## config.mk

```make
export PLATFORM = sky130hd
export DESIGN_NAME = shift_seq_ctrl_flat
export DESIGN_NICKNAME = d
export VERILOG_FILES = /design/src/rtl/shift_seq_pkg.sv /design/src/rtl/shift_seq_ctrl_if.sv /design/src/rtl/shift_seq_core.sv /design/src/rtl/shift_seq_ctrl.sv /design/src/flat_wrapper.sv
export SDC_FILE = /design/constraint.sdc
export NUM_CORES = 1
export LEC_CHECK = 0
export ABC_AREA = 1
export ABC_CLOCK_PERIOD_IN_PS = 2400
export BUFFER_PORTS_ARGS = -buffer_cell sky130_fd_sc_hd__buf_2
export CAP_MARGIN = 20
export CORE_MARGIN = 4
export CORE_UTILIZATION = 52
export DETAILED_ROUTE_END_ITERATION = 16
export PLACE_DENSITY = 0.85
export SLEW_MARGIN = 20
export SYNTH_ARGS = -nofsm -noshare
export SYNTH_HDL_FRONTEND = slang
export SYNTH_SLANG_ARGS = --single-unit
```

## constraint.sdc

```tcl
create_clock -name Clk -period 2.4 [get_ports Clk]
set_input_delay 0.48 -clock Clk [delete_from_list [all_inputs] [get_ports Clk]]
set_output_delay 0.48 -clock Clk [all_outputs]
set_load 0.1 [all_outputs]
```

## src/rtl/shift_seq_pkg.sv

```systemverilog
// Shared types and defaults for the shift sequencer: FSM states, core modes,
// direction encoding and default geometry.
package shift_seq_pkg;

    localparam int DEF_WIDTH = 4;
    localparam int DEF_CNTW  = 3;

    localparam logic DIR_LEFT  = 1'b0;
    localparam logic DIR_RIGHT = 1'b1;

    typedef enum logic [1:0] {
        IDLE  = 2'd0,
        SHIFT = 2'd1,
        DONE  = 2'd2
    } state_t;

    typedef enum logic [1:0] {
        CORE_HOLD = 2'd0,
        CORE_LOAD = 2'd1,
        CORE_SHL  = 2'd2,
        CORE_SHR  = 2'd3
    } core_mode_t;

endpackage

```

## src/rtl/shift_seq_ctrl_if.sv

```systemverilog
// Requester/controller bundle for shift_seq_ctrl. The master side is the pair of
// requesters; the slave side is the sequencer. DbgState exposes the FSM state.
interface shift_seq_ctrl_if
    import shift_seq_pkg::*;
#(
    parameter int WIDTH = DEF_WIDTH,
    parameter int CNTW  = DEF_CNTW
);
    // Handshake: ReqN is held high until GntN is seen; GntN is a one-cycle pulse
    // at the edge where the request was accepted. Done/DoneId pulse one cycle
    // when the result on Po is final.
    logic             Req0;
    logic             Req1;
    logic [WIDTH-1:0] Pi0;
    logic [WIDTH-1:0] Pi1;
    logic [CNTW-1:0]  Cnt0;
    logic [CNTW-1:0]  Cnt1;
    logic             Dir0;
    logic             Dir1;
    logic             Gnt0;
    logic             Gnt1;
    logic             Busy;
    logic [WIDTH-1:0] Po;
    logic             Done;
    logic             DoneId;
    state_t           DbgState;

    modport master (
        output Req0, Req1, Pi0, Pi1, Cnt0, Cnt1, Dir0, Dir1,
        input  Gnt0, Gnt1, Busy, Po, Done, DoneId, DbgState
    );

    modport slave (
        input  Req0, Req1, Pi0, Pi1, Cnt0, Cnt1, Dir0, Dir1,
        output Gnt0, Gnt1, Busy, Po, Done, DoneId, DbgState
    );

endinterface

```

## src/rtl/shift_seq_core.sv

```systemverilog
// WIDTH-bit shift register with hold/load/shift-left/shift-right and sync clear.
// SHIFT_SEQ_ROTATE_EN selects rotation; otherwise vacated bits are zero-filled.
module shift_seq_core
    import shift_seq_pkg::*;
#(
    parameter int WIDTH = DEF_WIDTH
) (
    input  logic             clk,
    input  logic             rst,
    input  core_mode_t       mode,
    input  logic [WIDTH-1:0] d,
    output logic [WIDTH-1:0] q
);

    logic [WIDTH-1:0] shl;
    logic [WIDTH-1:0] shr;

`ifdef SHIFT_SEQ_ROTATE_EN
    assign shl = {q[WIDTH-2:0], q[WIDTH-1]};
    assign shr = {q[0], q[WIDTH-1:1]};
`else
    assign shl = {q[WIDTH-2:0], 1'b0};
    assign shr = {1'b0, q[WIDTH-1:1]};
`endif

    always_ff @(posedge clk) begin
        if (rst) begin
            q <= '0;
        end else begin
            case (mode)
                CORE_LOAD: q <= d;
                CORE_SHL:  q <= shl;
                CORE_SHR:  q <= shr;
                default:   q <= q;
            endcase
        end
    end

endmodule

```

## src/rtl/shift_seq_ctrl.sv

```systemverilog
// Round-robin two-requester sequencer for the shift register core.
// Build option: SHIFT_SEQ_ROTATE_EN turns shifts into rotations.
module shift_seq_ctrl
    import shift_seq_pkg::*;
#(
    parameter int WIDTH = DEF_WIDTH,
    parameter int CNTW  = DEF_CNTW
) (
    input logic             Clk,
    input logic             Rst,
    shift_seq_ctrl_if.slave bus
);

    state_t           state;
    logic [CNTW-1:0]  cnt;
    logic             dir;
    logic             ptr;
    logic             gnt0;
    logic             gnt1;
    logic             done;
    logic             done_id;

    logic             any_req;
    logic             win1;
    logic [CNTW-1:0]  cnt_sel;
    logic [CNTW-1:0]  cnt_clamp;
    logic [WIDTH-1:0] pi_sel;
    core_mode_t       core_mode;
    logic [WIDTH-1:0] po;

    // Requester 1 wins when alone, or when both ask and the pointer favours it.
    assign any_req   = bus.Req0 | bus.Req1;
    assign win1      = bus.Req1 & (~bus.Req0 | ptr);
    assign cnt_sel   = win1 ? bus.Cnt1 : bus.Cnt0;
    assign pi_sel    = win1 ? bus.Pi1 : bus.Pi0;
    assign cnt_clamp = (cnt_sel > CNTW'(WIDTH)) ? CNTW'(WIDTH) : cnt_sel;

    always_comb begin
        core_mode = CORE_HOLD;
        if (state == IDLE && any_req) begin
            core_mode = CORE_LOAD;
        end else if (state == SHIFT) begin
            core_mode = (dir == DIR_RIGHT) ? CORE_SHR : CORE_SHL;
        end
    end

    always_ff @(posedge Clk) begin
        if (Rst) begin
            state   <= IDLE;
            cnt     <= '0;
            dir     <= DIR_LEFT;
            ptr     <= 1'b0;
            gnt0    <= 1'b0;
            gnt1    <= 1'b0;
            done    <= 1'b0;
            done_id <= 1'b0;
        end else begin
            gnt0 <= 1'b0;
            gnt1 <= 1'b0;
            done <= 1'b0;
            case (state)
                IDLE: begin
                    if (any_req) begin
                        gnt0    <= ~win1;
                        gnt1    <= win1;
                        done_id <= win1;
                        ptr     <= ~win1;
                        dir     <= win1 ? bus.Dir1 : bus.Dir0;
                        cnt     <= cnt_clamp;
                        if (cnt_clamp == '0) begin
                            state <= DONE;
                            done  <= 1'b1;
                        end else begin
                            state <= SHIFT;
                        end
                    end
                end
                SHIFT: begin
                    cnt <= cnt - 1'b1;
                    // The edge performing the final shift also raises Done.
                    if (cnt == CNTW'(1)) begin
                        state <= DONE;
                        done  <= 1'b1;
                    end
                end
                DONE: begin
                    state <= IDLE;
                end
                default: begin
                    state <= IDLE;
                end
            endcase
        end
    end

    shift_seq_core #(
        .WIDTH(WIDTH)
    ) u_core (
        .clk (Clk),
        .rst (Rst),
        .mode(core_mode),
        .d   (pi_sel),
        .q   (po)
    );

    assign bus.Gnt0     = gnt0;
    assign bus.Gnt1     = gnt1;
    assign bus.Done     = done;
    assign bus.DoneId   = done_id;
    assign bus.Busy     = (state != IDLE);
    assign bus.Po       = po;
    assign bus.DbgState = state;

endmodule

```

## src/flat_wrapper.sv

```systemverilog
// flat-port wrapper written by rule: the top's interface ports become plain ports
module shift_seq_ctrl_flat import shift_seq_pkg::*;
#(
    parameter int WIDTH = DEF_WIDTH,
    parameter int CNTW  = DEF_CNTW
)
  (Clk, Rst, bus_Req0, bus_Req1, bus_Pi0, bus_Pi1, bus_Cnt0, bus_Cnt1, bus_Dir0, bus_Dir1, bus_Gnt0, bus_Gnt1, bus_Busy, bus_Po, bus_Done, bus_DoneId, bus_DbgState);
  shift_seq_ctrl_if #(.WIDTH(WIDTH), .CNTW(CNTW)) bus_i ();
  input logic Clk;
  input logic Rst;
  input wire logic [$bits(bus_i.Req0)-1:0] bus_Req0;
  input wire logic [$bits(bus_i.Req1)-1:0] bus_Req1;
  input wire logic [$bits(bus_i.Pi0)-1:0] bus_Pi0;
  input wire logic [$bits(bus_i.Pi1)-1:0] bus_Pi1;
  input wire logic [$bits(bus_i.Cnt0)-1:0] bus_Cnt0;
  input wire logic [$bits(bus_i.Cnt1)-1:0] bus_Cnt1;
  input wire logic [$bits(bus_i.Dir0)-1:0] bus_Dir0;
  input wire logic [$bits(bus_i.Dir1)-1:0] bus_Dir1;
  output wire logic [$bits(bus_i.Gnt0)-1:0] bus_Gnt0;
  output wire logic [$bits(bus_i.Gnt1)-1:0] bus_Gnt1;
  output wire logic [$bits(bus_i.Busy)-1:0] bus_Busy;
  output wire logic [$bits(bus_i.Po)-1:0] bus_Po;
  output wire logic [$bits(bus_i.Done)-1:0] bus_Done;
  output wire logic [$bits(bus_i.DoneId)-1:0] bus_DoneId;
  output wire logic [$bits(bus_i.DbgState)-1:0] bus_DbgState;
  assign bus_i.Req0 = bus_Req0;
  assign bus_i.Req1 = bus_Req1;
  assign bus_i.Pi0 = bus_Pi0;
  assign bus_i.Pi1 = bus_Pi1;
  assign bus_i.Cnt0 = bus_Cnt0;
  assign bus_i.Cnt1 = bus_Cnt1;
  assign bus_i.Dir0 = bus_Dir0;
  assign bus_i.Dir1 = bus_Dir1;
  assign bus_Gnt0 = bus_i.Gnt0;
  assign bus_Gnt1 = bus_i.Gnt1;
  assign bus_Busy = bus_i.Busy;
  assign bus_Po = bus_i.Po;
  assign bus_Done = bus_i.Done;
  assign bus_DoneId = bus_i.DoneId;
  assign bus_DbgState = bus_i.DbgState;
  shift_seq_ctrl #(.WIDTH(WIDTH), .CNTW(CNTW)) u_core (.Clk(Clk), .Rst(Rst), .bus(bus_i));
endmodule
```

* Word-level counts from Yosys, hierarchy flattened *
Index checks and enable logic that the tools add are counted.

storage, ports and cells
  logic and storage cells = 53
  register bits = 15
  output and inout port bits = 11
  input port bits = 20

operators by class
  bitwise operators = 7
  add/sub/neg operators = 1
  reductions and logical operators = 10
  multiplexer cells = 18
  eq/ne operators = 7
  $lt $le $gt $ge = 1

operators by type and width
  operator                                                                 count
  4-bit case mux with 3 select lines                                       1
  2-bit 2-to-1 mux                                                         5
  3-bit 2-to-1 mux                                                         3
  3-bit case mux with 2 select lines                                       1
  2-bit AND reduction                                                      3
  1-bit 2-to-1 mux                                                         5
  2-bit by 1-bit equality test with 1-bit output, second input constant    2
  2-bit equality test, second input constant                               2
  4-bit 2-to-1 mux                                                         1
  1-bit inverter                                                           4
  2-bit case mux with 2 select lines                                       1
  2-bit nonzero test                                                       2
  3-bit by 1-bit equality test with 1-bit output, second input constant    1
  3-bit greater-than comparator, second input constant                     1
  3-bit logical NOT                                                        1
  3-bit nonzero test                                                       1
  3-bit OR reduction                                                       1
  3-bit by 1-bit subtractor with 3-bit output, second input constant       1
  2-bit logical NOT                                                        1
  2-bit by 1-bit inequality test with 1-bit output, second input constant  1
  2-bit inequality test, second input constant                             1
  1-bit OR                                                                 2
  1-bit case mux with 2 select lines                                       1
  1-bit AND                                                                1
  1-bit logical AND                                                        1

* Longest topological paths before layout *
  word-level depth = 10
  gate-level depth with buffers = 8
  mapped depth without buffers = 8

* Hierarchy *
From an unflattened synthesis, not the netlist that was laid out.

second synthesis, totals
  cell total of the unflattened synthesis = 146
  area, all modules = 923.4 um^2

modules (own cells, without submodules)
  module          cells an instance  sequential area each (um^2)  area each (um^2)  times used
  shift_seq_ctrl  109                220.2                        696.9             1
  shift_seq_core  37                 80.1                         226.5             1

* Least setup slack after synthesis *
No wires, ideal clock.

  path kind = register to output
  start = reg u_core.state[0], in the netlist u_core.bus.DbgState[0]
  end = out bus_Busy
  required time = 1.920 ns
  arrival time = 1.765 ns
  path buffers = 0
  cell stages (with the launch flop) = 3
  setup slack = 0.155 ns
  cells stage by stage = dfxtp_1 nor2_2 inv_1

between the ends
  longest elaborated chain between the ends = 1

RTL lines
  item                    RTL line               source
  from (decl)             shift_seq_ctrl.sv:14   state_t state;
  from (signal assigned)  shift_seq_ctrl.sv:49   state <= IDLE;
  from (signal assigned)  shift_seq_ctrl.sv:71   state <= DONE;
  from (signal assigned)  shift_seq_ctrl.sv:74   state <= SHIFT;
  2-bit nonzero test      shift_seq_ctrl.sv:110  assign bus.Busy = (state != IDLE);
  to (decl)               flat_wrapper.sv:21     output wire logic [$bits(bus_i.Busy)-1:0] bus_Busy;

Every way passes these cells.

* Worst setup path in the final report *
Ends and elaborated chain as after synthesis.

==> metrics <==
status=finished clean; Post-Syn Nets=159; critical path arrival=~1.3 ns; TritonCTS clock tree=done; Synth warnings=0; Leak=approximately 0.6 nW; CP startpoint=u_core.bus.DbgState[0]; Relative slew margins=0.644; endpoint of the worst hold path=u_core.dir; final setup vio count=0; hold_buf cts=0; largest stage delay on the critical path=between 0.4 and 0.5 ns; Critical-path top delay cell=dfxtp_1; largest net degree at the start of global routing=17; Final Hold Viols=0; IO Pins=31; most frequent cells in the layout=31 x nand2_1, 30 x buf_2, 23 x inv_1, 15 x dfxtp_1, 13 x nand3_1; hold depth=2; initial antenna violation count=0; IO buf count=30; CP Cell Sequence=nor2_2 > inv_1 > buf_2; row cnt=14; FF-to-FF setup slack=0.98 ns; initial core utilization=0.570; Mapped Area=about 900 µm²; Post-Syn Instances=about 140; Net Sw Frac=0.598; power density of the placed cells=approximately 1400 nW/µm²; RSZ-0062 raised after global routing=no; Remaining Overflow, GRT=0; Syn-to-layout area delta=19.8%; Die Y=49.6 µm; GRT Overall Usage=0.172; critical hold path startpoint=Rst; drt drc=0; most common cell after layout, fill and taps aside=nand2_1; Hold Worst Slack=between 0.4 and 0.5 ns; H-tree Lvls=1; r2r worst-path depth=6; crit end category=primary output; Max-Cap Viols=0; Setup TNS Final=0 ns; Max FO, Critical Path=5; DP Cell Count=about 180; Clk pwr share=0.097; post-synthesis register bit count=15; nets@finish=around 190; final worst slack=between 0.6 and 0.7 ns; Cell Int Power=approximately 0.00059 W; TritonCTS buffer count=3; Comb pwr share=0.639; vias in the first global route=831; ratio of cells with drive above 1 in the final layout=0.284; Worst Tran Pin Value=0.533 ns; Sequential Power Share=0.264; via count=roughly 910; clk sink count=15; drt pass-1 iters=4; antenna fix cells=0; min cycle time layout=about 1.7 ns; NetSw=a little under 0.0009 W; synth unique cells=25; Iteration-0 DRC Markers=26; Setup Buffers After CTS=0; maximum vdd drop=0.663 mV; die area=about 2500 µm²; hold crit path type=input port to register; Layout Skew=between 0.01 and 0.015 ns; Post-Layout Cell Count=between 150 and 200; CP Launch Type=register; Die X=49.6 µm; Finished Core Util=0.683; syn_area_per_cell=approximately 6.6 µm²; Post-CTS Resized=0; fmax=about 570 MHz; FF-to-FF End=u_core.u_core.q[1]; critical path required time=~1.9 ns; crit path kind=register to primary output; final-report max-slew violation count=0; crit share post-route=0.726; Final ANT Viol Nets=0; detail-routed via count per cell=~4.9; GP Congestion=slightly above 0.8; Critical R2R Launch=u_core.bus.DbgState[0]; DP Wirelength=between 1500 and 2000 µm; root buf cell=clkbuf_4; global-route wire length before repair=~3400 µm; Clock Tree Buf Depth=2; Clk Latency, worst-skew pair=0.28 ns; core area=1580 µm²; Wirelength per Cell=10.9 µm; Post-Place Worst Slack=0.935 ns; Seq/Total Area, Yosys=0.334; Post-Route WL=a little over 2000 µm; Clock Pin Slew Worst Setup and Hold Paths=~0.1 ns
-- logic make-up (layout without fill, tap and decap cells) --
kind of cell | count (synthesis) | count (layout) | synth area share
buffers and inverters | 31 | 63 | 0.142
AOI/OAI and AO/OA | 24 | 24 | 0.149
and+or+nand+nor | 65 | 65 | 0.347
DFF | 15 | 15 | 0.334
adders and majority gates | 2 | 2 | 0.0279
-- worst max-delay path: cells and delay by family (launching register included) --
kind / cells / cell delay (ns)
buffers and inverters: 2 / 0.47
DFF: 1 / 0.42
and+or+nand+nor: 1 / 0.09
-- power by group through the flow --
stage	registers (W)	logic (W)	clock network, W
finish	0.000389	0.000944	0.000143
global route	0.000399	0.00102	0.000161
CTS	0.000388	0.000947	0.000147
detailed placement	0.000394	0.000945	0
global placement	0.000390	0.000930	0
floorplan	0.000747	0.000448	0
-- synth_stat cells --
library cell,number,area [µm²]
nand3_1,13,65.1
o21ai_0,2,10.0
nand2_4,1,11.3
ha_1,2,25.0
o22ai_1,1,6.26
o21ai_1,5,25.0
nand4_1,1,6.26
clkinv_1,1,3.75
inv_2,5,18.8
or2_0,1,6.26
nor2_1,10,37.5
inv_1,23,86.3
nand3_2,1,10.0
nor2_2,2,12.5
a21oi_2,1,8.76
nand2_1,31,116
o211ai_1,2,15.0
a21oi_1,12,60.1
nand2_2,3,18.8
nand2_8,1,20.0
buf_4,1,7.51
buf_6,1,11.3
nand3b_1,1,7.51
o21ai_2,1,8.76
dfxtp_1,15,300
-- through the flow --
step	instance area, µm²	total power [W]
floorplan	898	0.00119
global placement	1050	0.00132
detailed placement	1050	0.00134
CTS	1080	0.00148
global route	1080	0.00158
finish	1080	0.00148
-- layer usage --
layer  GRT usage  up-vias  wire length (µm)
met5           0        -                 0
met3      0.0392        0               133
met1       0.209      390               903
met2       0.304       28               987
met4      0.0415        0                 0
li1            -      494                 -
-- worst max path at each step --
stage / to / slack (ns)
global route: bus_Busy / 0.59
finish: bus_Busy / 0.66
global placement: bus_Busy / 0.99
detailed placement: u_core.bus.Done / 0.93
CTS: bus_Busy / 0.66
floorplan: bus_Busy / 0.15
-- state kept, by name, summed over array words and instances (netlist names) --
register             cells
u_core.u_core.q          4
u_core.ptr               1
u_core.bus.DoneId        1
u_core.bus.DbgState      2
u_core.cnt               3
u_core.bus.Done          1
u_core.bus.Gnt0          1
u_core.bus.Gnt1          1
u_core.dir               1
-- area by class of cell --
type	count	area [µm²]
Clock buffer	4	26.3
Fill cell	143	500
Inverter	29	109
Multi-Input combinational cell	91	470
Sequential cell	15	300
Tap cell	16	20.0
Timing Repair Buffer	30	150
Note: power is estimated with default switching activity, not from simulation.
